$ cat config.mk
export PLATFORM = sky130hd
export DESIGN_NAME = pe_cfg_ctrl
export DESIGN_NICKNAME = d
export VERILOG_FILES = /design/src/rtl/pe_cfg_ctrl.sv
export SDC_FILE = /design/constraint.sdc
export NUM_CORES = 1
export LEC_CHECK = 0
export BUFFER_PORTS_ARGS = -buffer_cell sky130_fd_sc_hd__buf_4
export CAP_MARGIN = 20
export CORE_ASPECT_RATIO = 1.2
export CORE_MARGIN = 5
export CORE_UTILIZATION = 51
export DETAILED_ROUTE_END_ITERATION = 7
export MAX_ROUTING_LAYER = met4
export PLACE_DENSITY = 0.82
export SKIP_CTS_REPAIR_TIMING = 1
export SLEW_MARGIN = 40
export SYNTH_ARGS = -nofsm -noshare
export SYNTH_HDL_FRONTEND = slang
export SYNTH_SLANG_ARGS = --single-unit
export TNS_END_PERCENT = 50
$ cat constraint.sdc
create_clock -name clk -period 3.5 [get_ports clk]
set_clock_uncertainty 0.1 [all_clocks]
set_input_delay 0.175 -clock clk [delete_from_list [all_inputs] [get_ports clk]]
set_output_delay 0.175 -clock clk [all_outputs]
set_load 0.01 [all_outputs]
$ cat src/rtl/pe_cfg_ctrl.sv
`default_nettype none
// ============================================================================
// Module   : pe_cfg_ctrl
// Purpose  : Configuration and run sequencer for NUM_PE PE functional units.
//            Clears the FUs, streams one config word per PE from a
//            valid/ready channel onto a broadcast bus with one-hot write
//            strobes, raises pe_cfgd, then collects per-PE done pulses until
//            every PE has finished.
// Ports    : clk, rst_n (async, active-low)
//            start, abort                 - sequence control
//            cfg_in_valid/cfg_in/cfg_in_par, cfg_in_ready - config channel
//            cfg_out, cfg_we              - registered broadcast data/strobes
//            pe_cfgd, pe_clear, pe_fu_done - PE FU pins
//            busy, done, cfg_err          - status
// Options  : PE_CFG_PARITY_EN - even-parity check of each loaded word, with
//            an ERR state entered on mismatch. Undefined: cfg_err tied 0.
// Revision : 1.0 - initial release
// ============================================================================
module pe_cfg_ctrl #(
  parameter int DATA_WIDTH = 32,
  parameter int NUM_PE     = 4
) (
  input  logic                  clk,
  input  logic                  rst_n,
  input  logic                  start,
  input  logic                  abort,
  input  logic                  cfg_in_valid,
  input  logic [DATA_WIDTH-1:0] cfg_in,
  input  logic                  cfg_in_par,
  output logic                  cfg_in_ready,
  output logic [DATA_WIDTH-1:0] cfg_out,
  output logic [NUM_PE-1:0]     cfg_we,
  output logic                  pe_cfgd,
  output logic                  pe_clear,
  input  logic [NUM_PE-1:0]     pe_fu_done,
  output logic                  busy,
  output logic                  done,
  output logic                  cfg_err
);

  localparam int              IDX_W      = (NUM_PE > 1) ? $clog2(NUM_PE) : 1;
  localparam logic [IDX_W-1:0] C_LAST_IDX = IDX_W'(NUM_PE - 1);
  localparam logic [NUM_PE-1:0] C_ONE     = NUM_PE'(1);

  typedef enum logic [2:0] {
    S_IDLE  = 3'd0,
    S_CLEAR = 3'd1,
    S_LOAD  = 3'd2,
    S_RUN   = 3'd3,
`ifdef PE_CFG_PARITY_EN
    S_DONE  = 3'd4,
    S_ERR   = 3'd5
`else
    S_DONE  = 3'd4
`endif
  } state_t;

  state_t               r_state;
  state_t               w_next_state;
  logic [IDX_W-1:0]     r_idx;
  logic [NUM_PE-1:0]    r_mask;
  logic                 w_hs;
  logic                 w_par_ok;
  logic                 w_write;
  logic                 w_clear_pulse;
  logic                 w_all_done;

  assign cfg_in_ready = (r_state == S_LOAD) && !abort;
  assign w_hs         = cfg_in_ready && cfg_in_valid;
  assign w_write      = w_hs && w_par_ok;
  // Completion only counts once pe_cfgd is visible to the PEs; a pulse in the
  // same cycle as the final missing bit finishes the run immediately.
  assign w_all_done   = pe_cfgd && (&(r_mask | pe_fu_done));

`ifdef PE_CFG_PARITY_EN
  assign w_par_ok = ~(^{cfg_in, cfg_in_par});
`else
  logic w_unused_par;
  assign w_unused_par = cfg_in_par;
  assign w_par_ok     = 1'b1;
`endif

  // State register
  always_ff @(posedge clk or negedge rst_n) begin
    if (!rst_n) begin
      r_state <= S_IDLE;
    end else begin
      r_state <= w_next_state;
    end
  end

  // Next-state logic; abort outranks start and any same-cycle handshake.
  always_comb begin
    w_next_state  = r_state;
    w_clear_pulse = 1'b0;
    if (abort && (r_state != S_IDLE)) begin
      w_next_state  = S_IDLE;
      w_clear_pulse = 1'b1;
    end else begin
      case (r_state)
        S_IDLE, S_DONE: begin
          if (start) begin
            w_next_state  = S_CLEAR;
            w_clear_pulse = 1'b1;
          end
        end
`ifdef PE_CFG_PARITY_EN
        S_ERR: begin
          if (start) begin
            w_next_state  = S_CLEAR;
            w_clear_pulse = 1'b1;
          end
        end
`endif
        S_CLEAR: w_next_state = S_LOAD;
        S_LOAD: begin
          if (w_hs) begin
            if (!w_par_ok) begin
`ifdef PE_CFG_PARITY_EN
              w_next_state  = S_ERR;
              w_clear_pulse = 1'b1;
`endif
            end else if (r_idx == C_LAST_IDX) begin
              w_next_state = S_RUN;
            end
          end
        end
        S_RUN: begin
          if (w_all_done) begin
            w_next_state = S_DONE;
          end
        end
        default: w_next_state = S_IDLE;
      endcase
    end
  end

  // Datapath and registered status decodes
  always_ff @(posedge clk or negedge rst_n) begin
    if (!rst_n) begin
      r_idx    <= '0;
      r_mask   <= '0;
      cfg_out  <= '0;
      cfg_we   <= '0;
      pe_cfgd  <= 1'b0;
      pe_clear <= 1'b0;
      busy     <= 1'b0;
      done     <= 1'b0;
    end else begin
      cfg_we   <= '0;
      pe_clear <= w_clear_pulse;
      // pe_cfgd follows RUN one cycle late but drops together with the exit.
      pe_cfgd  <= (r_state == S_RUN) && (w_next_state == S_RUN);
      busy     <= (w_next_state == S_CLEAR) || (w_next_state == S_LOAD) ||
                  (w_next_state == S_RUN);
      done     <= (w_next_state == S_DONE);
      if (w_next_state == S_CLEAR) begin
        r_idx  <= '0;
        r_mask <= '0;
      end
      if (w_write) begin
        cfg_out <= cfg_in;
        cfg_we  <= C_ONE << r_idx;
        r_idx   <= r_idx + IDX_W'(1);
      end
      if ((r_state == S_RUN) && pe_cfgd) begin
        r_mask <= r_mask | pe_fu_done;
      end
    end
  end

`ifdef PE_CFG_PARITY_EN
  always_ff @(posedge clk or negedge rst_n) begin
    if (!rst_n) begin
      cfg_err <= 1'b0;
    end else begin
      cfg_err <= (w_next_state == S_ERR);
    end
  end
`else
  assign cfg_err = 1'b0;
`endif

endmodule
`default_nettype wire

# [After elaboration in Yosys (flattened, before gate mapping)]
# Cells that the tools add are included.
[classes] n_addsub=1 reduce_logical=15 shift=1 muxes=14 n_bitwise=1 eq_ne=9
[ops] op="$mux W3" n=5
[ops] op="$eq A3 B2 Y1 const B" n=4
[ops] op="$mux W4" n=3
[ops] op="$pmux W3 S4" n=1
[ops] op="$eq A3 B1 Y1 const B" n=2
[ops] op="$eq A3 B3 Y1 const B" n=2
[ops] op="$logic_and A1 B1 Y1" n=6
[ops] op="$mux W2" n=2
[ops] op="$or A4 B4 Y4" n=1
[ops] op="$reduce_and A4 Y1" n=1
[ops] op="$reduce_bool A2 Y1" n=2
[ops] op="$shl A1 B2 Y4 const A" n=1
[ops] op="$logic_not A3 Y1" n=1
[ops] op="$mux W1" n=3
[ops] op="$reduce_bool A3 Y1" n=1
[ops] op="$add A2 B1 Y2 const B" n=1
[ops] op="$eq A2 B2 Y1 const B" n=1
[ops] op="$logic_or A1 B1 Y1" n=2
[ops] op="$reduce_or A2 Y1" n=1
[ops] op="$logic_not A1 Y1" n=1
[word_totals] out_inout_bits=42 wordCells=50 ff_bits=49 input_bits=42

# [Longest topological paths before layout]
# Gate-level depths: netlist (run 1).
[depth] depth_word=9 ltp_mapped=6 mapped_depth_nobuf=4

# [Least setup slack after synthesis (run 1)]
# Ideal clock, no wire load.
[synth_timing] path_type="flip-flop to flip-flop" start="register r_state[2]" end="register cfg_out[10]" path_stages_with_launch=6 path_slack_ns=1.757 path_buffers=2 required_time_ns=3.275 t_arrival_ns=1.518 setup_time_ns=0.125 period_less_slack_ns=1.743 path_cell_list="dfrtp_1 -> buf_2 -> nor4b_4 -> nand2_4 -> buf_6 -> mux2_4"
[synth_between] elab_chain_len=3
[synth_rtl] item="start: declaration" line_no="58" rtl="state_t r_state;"
[synth_rtl] item="start signal: assignment" line_no="88" rtl="r_state <= w_next_state;"
[synth_rtl] item="$eq A3 B2 Y1" line_no="68" rtl="assign cfg_in_ready = (r_state == S_LOAD) && !abort;"
[synth_rtl] item="$logic_and A1 B1 Y1" line_no="68"
[synth_rtl] item="via cfg_in_ready" line_no="30" rtl="output logic cfg_in_ready,"
[synth_rtl] item="$logic_and A1 B1 Y1" line_no="69" rtl="assign w_hs = cfg_in_ready && cfg_in_valid;"
[synth_rtl] item="end signal: assignment" line_no="162" rtl="cfg_out <= cfg_in;"
[synth_rtl] item="end: declaration" line_no="31" rtl="output logic [DATA_WIDTH-1:0] cfg_out,"
# The timed path passes the listed nets, and every way through them passes these cells.
# A chain may end at the register's enable or synchronous reset.

# [Worst setup path in the final report (run 1)]
[layout_timing] start="input port abort" end="register cfg_out[27]"
[layout_between] elab_chain_len=3
[layout_rtl] item="start: declaration" line_no="26" rtl="input logic abort,"
[layout_rtl] item="$logic_not A1 Y1" line_no="68"
[layout_rtl] item="$logic_and A1 B1 Y1" line_no="68"
[layout_rtl] item="$logic_and A1 B1 Y1" line_no="69"
# Every way passes these cells.

==> results of run 1 <==
==> critical path, stage by stage <==
cell and delay (ns):
dlygate4sd3_1 0.53, buf_4 0.16, nor4b_4 0.47, nand2_4 0.44
mux2_4 0.43
==> state kept, by name, indices dropped and copies added (netlist names) <==
register and count:
cfg_out 32, pe_cfgd 1, busy 1, done 1, pe_clear 1, r_state 3, cfg_we 4, r_idx 2
r_mask 4
==> final timing paths <==
check                             from           to  slack (ns)  cells after the start
hold reg to reg            cfg_out[12]  cfg_out[12]        0.42                      1
setup reg to reg            r_state[2]  cfg_out[27]        1.45                      3
hold / removal                   start     pe_clear      -0.002                      3
min in group asynchronous        rst_n  cfg_out[14]        0.36                      2
setup / recovery                 abort  cfg_out[27]        1.35                      5
max in group asynchronous        rst_n     r_idx[0]        2.52                      2
==> cells in the mapped netlist (all sizes together) <==
master,number,area [µm²]
a21oi,2,10.0
mux2,32,465
or4,1,7.51
a32oi,5,43.8
o21ai,6,33.8
o21a,1,7.51
conb,1,3.75
a31oi,1,6.26
and3,4,25.0
xnor2,1,8.76
nor3,1,5.00
and2,1,7.51
nor3b,1,7.51
nor2,5,18.8
inv,8,30.0
dfrtp,49,1230
nand2,6,30.0
nor4b,1,23.8
buf,6,51.3
ha,4,50.1
mux2i,1,10.0
o22ai,1,6.26
nand2b,1,6.26
nand3b,1,7.51
o31ai,1,7.51
o311ai,1,8.76
==> logic make-up (layout without fill, tap and decap cells) <==
| group | Yosys count | after routing | synth area share |
|---|---|---|---|
| flops | 49 | 49 | 0.582 |
| mux | 33 | 33 | 0.226 |
| simple gates | 22 | 22 | 0.0659 |
| compound gates | 18 | 18 | 0.0588 |
| buf+inv | 14 | 114 | 0.0386 |
| fa+ha+maj | 4 | 4 | 0.0237 |
| other cells | 1 | 1 | 0.00178 |
| xor+xnor | 1 | 1 | 0.00416 |
==> layer usage <==
| metal | global-route usage | up-vias | routed length [µm] |
|---|---|---|---|
| li1 | - | 691 | - |
| met1 | 0.173 | 712 | 1970 |
| met2 | 0.265 | 65 | 2390 |
| met3 | 0.0671 | 8 | 507 |
| met4 | 0.0507 | 0 | 78 |
| met5 | - | - | 0 |
==> stage by stage <==
stage           util  setup slack, ns
2_1_floorplan      -             1.76
3_3_place_gp   0.688             1.46
3_5_place_dp   0.688             1.46
4_1_cts        0.710             1.44
5_1_grt        0.753             1.28
6_report       0.753             1.35
==> where the power goes <==
part | switching, mW | total, mW | internal, mW | leakage, nW
registers | 0.149 | 0.944 | 0.795 | 0.612
clock network | 0.176 | 0.317 | 0.141 | 0.0374
logic | 0.336 | 0.881 | 0.545 | 0.922
==> final cells by class <==
type	instances	share of cell area
sequential	49	0.410
multi-input combinational	79	0.268
timing repair buffer	98	0.260
clock buffer	6	0.0243
tap	54	0.0226
inverter	8	0.0100
clock inverter	2	0.00502
==> flow_summary.json, run 1 <==
{
  "power_density_mw_per_mm2": 716,
  "grt_use_total": 0.160,
  "ioPinCount": 84,
  "dp.cells": 271,
  "via_per_inst": 4.99,
  "cts.root.buffer_cell": "clkbuf_8",
  "status": "finished, violations left",
  "grt_pass1_wl_mm": 6.40,
  "syn_avg_cell_area_um2": 14.8,
  "max_slew_margin": 0.592,
  "multi_input_area_um2": 801,
  "vias": 1476,
  "final_cell_area_mm2": 0.00299,
  "final_cell_mix": "buf_4, dfrtp_1, mux2_4, dlygate4sd3_1, inv_1",
  "finish.net_count": 287,
  "finalCritPeriodShare": 0.615,
  "cts_tree": "yes",
  "maxCapViolCount": 0,
  "first_pass_iters": 4,
  "synth-seq-cells": 49,
  "instances_no_fill": 296,
  "cts_made_buffers": 5,
  "worst_hold_path_type": "in2reg",
  "grt_max_degree": 50,
  "tns_ns": 0,
  "finalSetupViolCount": 0,
  "worstMarginPinSlew_ns": 0.612,
  "path_class": "in2reg",
  "drt_iter0_markers": 79,
  "yosysSeqAreaShare": 0.582,
  "power_mw": 2.14,
  "die_area_mm2": 0.00553,
  "cts.clk_slew.worst_paths_ns": 0.08,
  "syn-cell-area_mm2": 0.00211,
  "fin_crit_ns": 2.15,
  "portBuffers": 81,
  "drive_above_1_share": 0.512,
  "ys_types": 31,
  "filler_cell_count": 241,
  "seq_area_mm2": 0.00123,
  "clkLatencyLatePin_ns": 0.29,
  "drv_slew": 0,
  "synth_nets": 188,
  "final-hold-violation-count": 1,
  "clockBufferDepth": 2,
  "grt_overflow": 0,
  "h-tree-depth": 2,
  "critical_path_required_ns": 3.58,
  "antenna_found_initial": 0,
  "wirelength_mm": 4.95,
  "dpl_cell_area_mm2": 0.00273,
  "crit_fanout": 34,
  "ys_warn_count": 0,
  "whs_ns": -0.00173,
  "critPathLaunchType": "input port",
  "grt_pass1_vias": 1392,
  "p_leak_nw": 1.57,
  "die_w_um": 68.7,
  "critical_path_arrival_ns": 2.23,
  "rows": 25,
  "final_common_cell": "buf_4",
  "rsz0062_at_grt": "false",
  "fmaxAchievable_ghz": 0.465,
  "place.gp.congestion": 0.874,
  "violations": "negative hold slack",
  "wl_per_cell_um": 16.7,
  "final_antenna_net_count": 0,
  "syn_inst": 142,
  "antennaDiodeCount": 0,
  "numClockSinks": 49,
  "detailed_place_hpwl_mm": 3.14,
  "area_delta_synth_final_pct": 41.8,
  "fp.dieH_um": 80.4,
  "remaining_drc_errors": 0,
  "ir_worst_vdd_uv": 370,
  "critPathCaptureType": "flop",
  "core-area_mm2": 0.00397,
  "start_util": 0.531
}
Note: power is estimated with default switching activity, not from simulation.
==> run 2, diff against run 1 <==
CORE_UTILIZATION = 48   (was 51)
PLACE_DENSITY = 0.78   (was 0.82)
clock period = 2.13 ns   (was 3.5 ns; I/O delays follow)
==> run 2 against run 1 <==
Effect of this change: the flow now finishes without violations; non-clock buffer count is 23 higher; wire length rose by 13%; combinational power increased by 71%; core utilization rose by 0.97 points; critical path depth did not move; register-to-register slack lost 1.2 ns; hold slack improved by 0.017 ns; final area rose by 8.7%; clock power up 110%; via count increased by 5.8%.
==> flow_summary.json, run 2 (synthesized netlist as in run 1, its figures left out) <==
{
  "status": "completed",
  "cts_tree": "yes",
  "antenna_found_initial": 0,
  "worst_path_max_delay_cell": "dlygate4sd3_1",
  "power_density_mw_per_mm2": 1150,
  "vias": 1562,
  "dpl_cell_area_mm2": 0.00274,
  "p_leak_nw": 1.69,
  "grt_pass1_vias": 1424,
  "numClockSinks": 49,
  "die_area_mm2": 0.00582,
  "place.gp.congestion": 0.763,
  "worst_slack_ns": 0.202,
  "critPathCaptureType": "flop",
  "largest_reg_flops": 32,
  "core-area_mm2": 0.00426,
  "h-tree-depth": 2,
  "grt_max_degree": 50,
  "final_cell_mix": "buf_4, dfrtp_1, dlygate4sd3_1, mux2_4, inv_1",
  "grt_pass1_wl_mm": 6.92,
  "wl_per_cell_um": 17.5,
  "internal_power_mw": 2.62,
  "maxCapViolCount": 0,
  "crit_fanout": 34,
  "clkLatencyLatePin_ns": 0.29,
  "critPathLaunchType": "input port",
  "final_cell_area_mm2": 0.00325,
  "tns_ns": 0,
  "fp.dieH_um": 82.6,
  "finalSetupViolCount": 0,
  "p_comb_frac": 0.403,
  "cts.clk_slew.worst_paths_ns": 0.09,
  "die_w_um": 70.5,
  "swShare": 0.302,
  "worst_hold_path_type": "in2reg",
  "start_util": 0.495,
  "portBuffers": 81,
  "fin_crit_ns": 1.93,
  "top_regs": "cfg_out (32), cfg_we (4), r_mask (4)",
  "seqPwrFrac": 0.416,
  "antennaDiodeCount": 0,
  "p_sw_mw": 1.13,
  "worstMarginPinSlew_ns": 0.637,
  "path_class": "in2reg",
  "filler_cell_count": 267,
  "rows": 26,
  "crit_family": "simple AND/OR/NAND/NOR gates",
  "cts.root.buffer_cell": "clkbuf_8",
  "rsz0062_at_grt": "false",
  "drt_iter0_markers": 116,
  "via_per_inst": 4.87,
  "final_common_cell": "buf_4",
  "dp_slack_ns": 0.271,
  "drv_slew": 0,
  "ioPinCount": 84,
  "first_pass_iters": 4,
  "final-hold-violation-count": 0,
  "crit_buf_inv": 2,
  "grt_overflow": 0,
  "wirelength_mm": 5.61,
  "cts_made_buffers": 5,
  "finalCritPeriodShare": 0.905,
  "critical_path_arrival_ns": 2.01,
  "path_cells": "dlygate4sd3_1 -> buf_4 -> nor4b_4 -> nand2_4 -> mux2_4",
  "ir_worst_vdd_uv": 507,
  "critical_path_required_ns": 2.21,
  "grt_use_total": 0.159,
  "max_slew_margin": 0.575,
  "regMostFlops": "cfg_out",
  "cpPeakStageDelay_ns": 0.53,
  "remaining_drc_errors": 0,
  "clockBufferDepth": 2,
  "final_antenna_net_count": 0,
  "drive_above_1_share": 0.472,
  "finish.net_count": 310,
  "fmaxAchievable_ghz": 0.519,
  "p_clk_frac": 0.181,
  "final_core_util": 0.762,
  "area_delta_synth_final_pct": 54.1,
  "detailed_place_hpwl_mm": 3.25
}
==> run 2: cell types whose count changed in the layout (fill, tap and decap cells not counted), sizes merged <==
cell,change
clkbuf,+1
buf,+1
dlygate4sd3,+22
bufinv,+1
clkinvlp,-2
==> run 2: layer usage <==
layer  global-route usage  wire (µm)
met3               0.0508        374
met2                0.257       2870
met4               0.0517         53
met1                0.189       2310
met5                    -          0
==> run 2: final cells by class <==
cell class,instances,area (µm²),share of cell area
clock buffer,7,86.3,0.0266
inverter,8,30.0,0.00924
sequential,49,1230,0.377
clock inverter,1,30.0,0.00924
timing repair buffer,121,1010,0.310
tap,56,70.1,0.0216
multi-input combinational,79,801,0.246
==> run 2: worst paths after layout <==
kind | startpoint | end | slack (ns) | depth (start not counted)
max | abort | cfg_out[10] | 0.20 | 5
min | cfg_in_valid | cfg_we[0] | 0.02 | 2
max reg2reg | r_state[0] | cfg_out[10] | 0.23 | 3
min reg2reg | cfg_out[24] | cfg_out[24] | 0.42 | 1
max in group asynchronous | rst_n | cfg_out[1] | 1.28 | 2
min in group asynchronous | rst_n | cfg_out[11] | 0.25 | 2
==> run 2: worst reg2reg max path: stages, from the launching register on <==
cell and delay, ns:
dfrtp_1 0.45, nor4b_4 0.38, nand2_4 0.41, mux2_4 0.46
==> run 2: power groups by stage <==
stage	registers [mW]	logic, mW	clock network (mW)
floorplan	1.68	0.579	0
global placement	1.53	1.39	0
detailed placement	1.55	1.42	0
CTS	1.54	1.43	0.693
global route	1.61	1.61	0.737
finish	1.56	1.51	0.679
==> run 2: metrics by stage <==
step	hold WS [ns]	std cells	total power, mW
floorplan	-0.289	142	2.26
global placement	0.0576	274	2.92
detailed placement	0.0590	274	2.97
CTS	-0.269	282	3.66
global route	0.0102	321	3.96
finish	0.0151	321	3.75
==> run 3, diff against run 2 <==
CORE_MARGIN = 3   (was 5)
==> run 3 against run 2 <==
Effect of this change: setup slack improved by 0.028 ns; register-to-register slack improved by 0.03 ns; first-iteration DRC count decreased by 8.6%; combinational power about the same; total power decreased by 5.8%; clock power decreased by 28%; non-clock buffer count increased by 1; count of clock-buffer cells in the layout decreased by 2; flip-flop and latch count unchanged; via count increased by 1.6%; largest cell class unchanged; largest power group unchanged; highest routed layer unchanged.
==> flow_summary.json, run 3 (synthesized netlist as in run 1, its figures left out) <==
{
  "place.gp.congestion": 0.841,
  "seq_area_mm2": 0.00123,
  "wirelength_mm": 5.12,
  "via_per_inst": 4.99,
  "numClockSinks": 49,
  "crit_fanout": 34,
  "p_sw_mw": 1.08,
  "swShare": 0.305,
  "reg2reg_slack_ns": 0.26,
  "ir_worst_vdd_uv": 555,
  "largest_reg_flops": 32,
  "core-area_mm2": 0.00410,
  "internal_power_mw": 2.45,
  "cts_made_buffers": 5,
  "fin_crit_ns": 1.90,
  "worstMarginPinSlew_ns": 0.611,
  "grt_max_degree": 50,
  "h-tree-depth": 2,
  "status": "completed",
  "critPathCaptureType": "flop",
  "clkLatencyLatePin_ns": 0.29,
  "final_common_cell": "buf_4",
  "power_density_mw_per_mm2": 1100,
  "cts_tree": "yes",
  "grt_pass1_vias": 1360,
  "finish.net_count": 311,
  "antennaDiodeCount": 0,
  "first_pass_iters": 4,
  "worst_slack_ns": 0.230,
  "top_regs": "cfg_out (32), cfg_we (4), r_mask (4)",
  "final_core_util": 0.784,
  "worst_path_max_delay_cell": "dlygate4sd3_1",
  "ff2ff_path_depth": 3,
  "path_class": "in2reg",
  "regMostFlops": "cfg_out",
  "cpPeakStageDelay_ns": 0.53,
  "seqPwrFrac": 0.438,
  "rr_endpoint": "cfg_out[7]",
  "crit_buf_inv": 2,
  "r2r_start": "r_state[0]",
  "grt_use_total": 0.178,
  "path_depth": 5,
  "critical_path_required_ns": 2.21,
  "fmaxAchievable_ghz": 0.526,
  "detailed_place_hpwl_mm": 3.11,
  "cp-endpoint": "cfg_out[7]",
  "filler_cell_count": 237,
  "p_clk_frac": 0.139,
  "multi_input_area_um2": 801,
  "rsz0062_at_grt": "false",
  "start_util": 0.515,
  "antenna_found_initial": 0,
  "final-hold-violation-count": 0,
  "tns_ns": 0,
  "cts.root.buffer_cell": "clkbuf_8",
  "critical_path_arrival_ns": 1.98,
  "portBuffers": 81,
  "p_leak_nw": 1.68,
  "die_area_mm2": 0.00523,
  "crit_start": "abort",
  "p_comb_frac": 0.422,
  "drt_iter0_markers": 106,
  "die_w_um": 66.5,
  "grt_overflow": 0,
  "clockBufferDepth": 2,
  "max_slew_margin": 0.592,
  "ioPinCount": 84,
  "path_cells": "dlygate4sd3_1 -> buf_4 -> nor4b_4 -> nand2_4 -> mux2_4",
  "rows": 25,
  "remaining_drc_errors": 0,
  "critPathLaunchType": "input port",
  "grt_pass1_wl_mm": 6.81,
  "drv_slew": 0,
  "drive_above_1_share": 0.470,
  "final_cell_mix": "buf_4, dfrtp_1, dlygate4sd3_1, mux2_4, inv_1",
  "maxCapViolCount": 0,
  "fp.dieH_um": 78.6,
  "crit_family": "simple AND/OR/NAND/NOR gates",
  "finalCritPeriodShare": 0.892,
  "finalSetupViolCount": 0,
  "vias": 1587,
  "final_antenna_net_count": 0,
  "wl_per_cell_um": 16.1,
  "cts.clk_slew.worst_paths_ns": 0.08,
  "area_delta_synth_final_pct": 52.5,
  "power_mw": 3.53,
  "worst_hold_path_type": "in2reg",
  "dp_slack_ns": 0.279
}
run 3: cell count changes in the layout (fill, tap and decap cells not counted):
cell and change:
clkbuf_8 -1, clkinv_2 +1, bufinv_16 -1, clkbuf_1 -1, dlygate4sd3_1 +1
run 3: worst reg2reg max path, delay by kind of cell (launching register included):
kind             cells  cell delay [ns]
and+or+nand+nor      2             0.76
DFF                  1             0.44
muxes                1             0.45
run 3: power by group through the flow:
| stage | clock [mW] | sequential (mW) | combinational (mW) |
|---|---|---|---|
| 2_1_floorplan | 0 | 1.68 | 0.579 |
| 3_3_place_gp | 0 | 1.52 | 1.40 |
| 3_5_place_dp | 0 | 1.55 | 1.41 |
| 4_1_cts | 0.507 | 1.53 | 1.43 |
| 5_1_grt | 0.547 | 1.60 | 1.60 |
| 6_report | 0.492 | 1.55 | 1.49 |
run 3: how the worst min path moves through the flow:
| stage | from | endpoint | slack [ns] | cells past startpoint |
|---|---|---|---|---|
| after CTS | rst_n | cfg_we[2] | -0.26 | 1 |
| after detailed placement | rst_n | cfg_out[7] | 0.06 | 1 |
| after global placement | rst_n | cfg_out[7] | 0.06 | 1 |
| after floorplan | rst_n | busy | -0.29 | 0 |
| after global routing | cfg_in_valid | cfg_we[3] | 0.008 | 2 |
| final | cfg_in_valid | cfg_we[2] | 0.01 | 2 |
run 3: cell type report:
| cell class | instances | area share |
|---|---|---|
| clock buffers | 5 | 0.0214 |
| well taps | 54 | 0.0210 |
| flip-flops and latches | 49 | 0.381 |
| multi-input cells | 79 | 0.249 |
| clock inverters | 1 | 0.00156 |
| inverters | 8 | 0.00934 |
| repair buffers | 122 | 0.316 |
run 3: per-layer routing:
| layer | track usage | wire [µm] |
|---|---|---|
| met3 | 0.0472 | 343 |
| met2 | 0.277 | 2530 |
| met5 | - | 0 |
| met4 | 0.0610 | 63 |
| met1 | 0.223 | 2180 |
run 3: metrics by stage:
stage | instances | hold slack, ns | area, µm²
3_3_place_gp | 272 | 0.0593 | 2740
4_1_cts | 278 | -0.264 | 2810
3_5_place_dp | 272 | 0.0556 | 2740
2_1_floorplan | 142 | -0.289 | 2110
6_report | 318 | 0.0122 | 3210
5_1_grt | 318 | 0.00770 | 3210
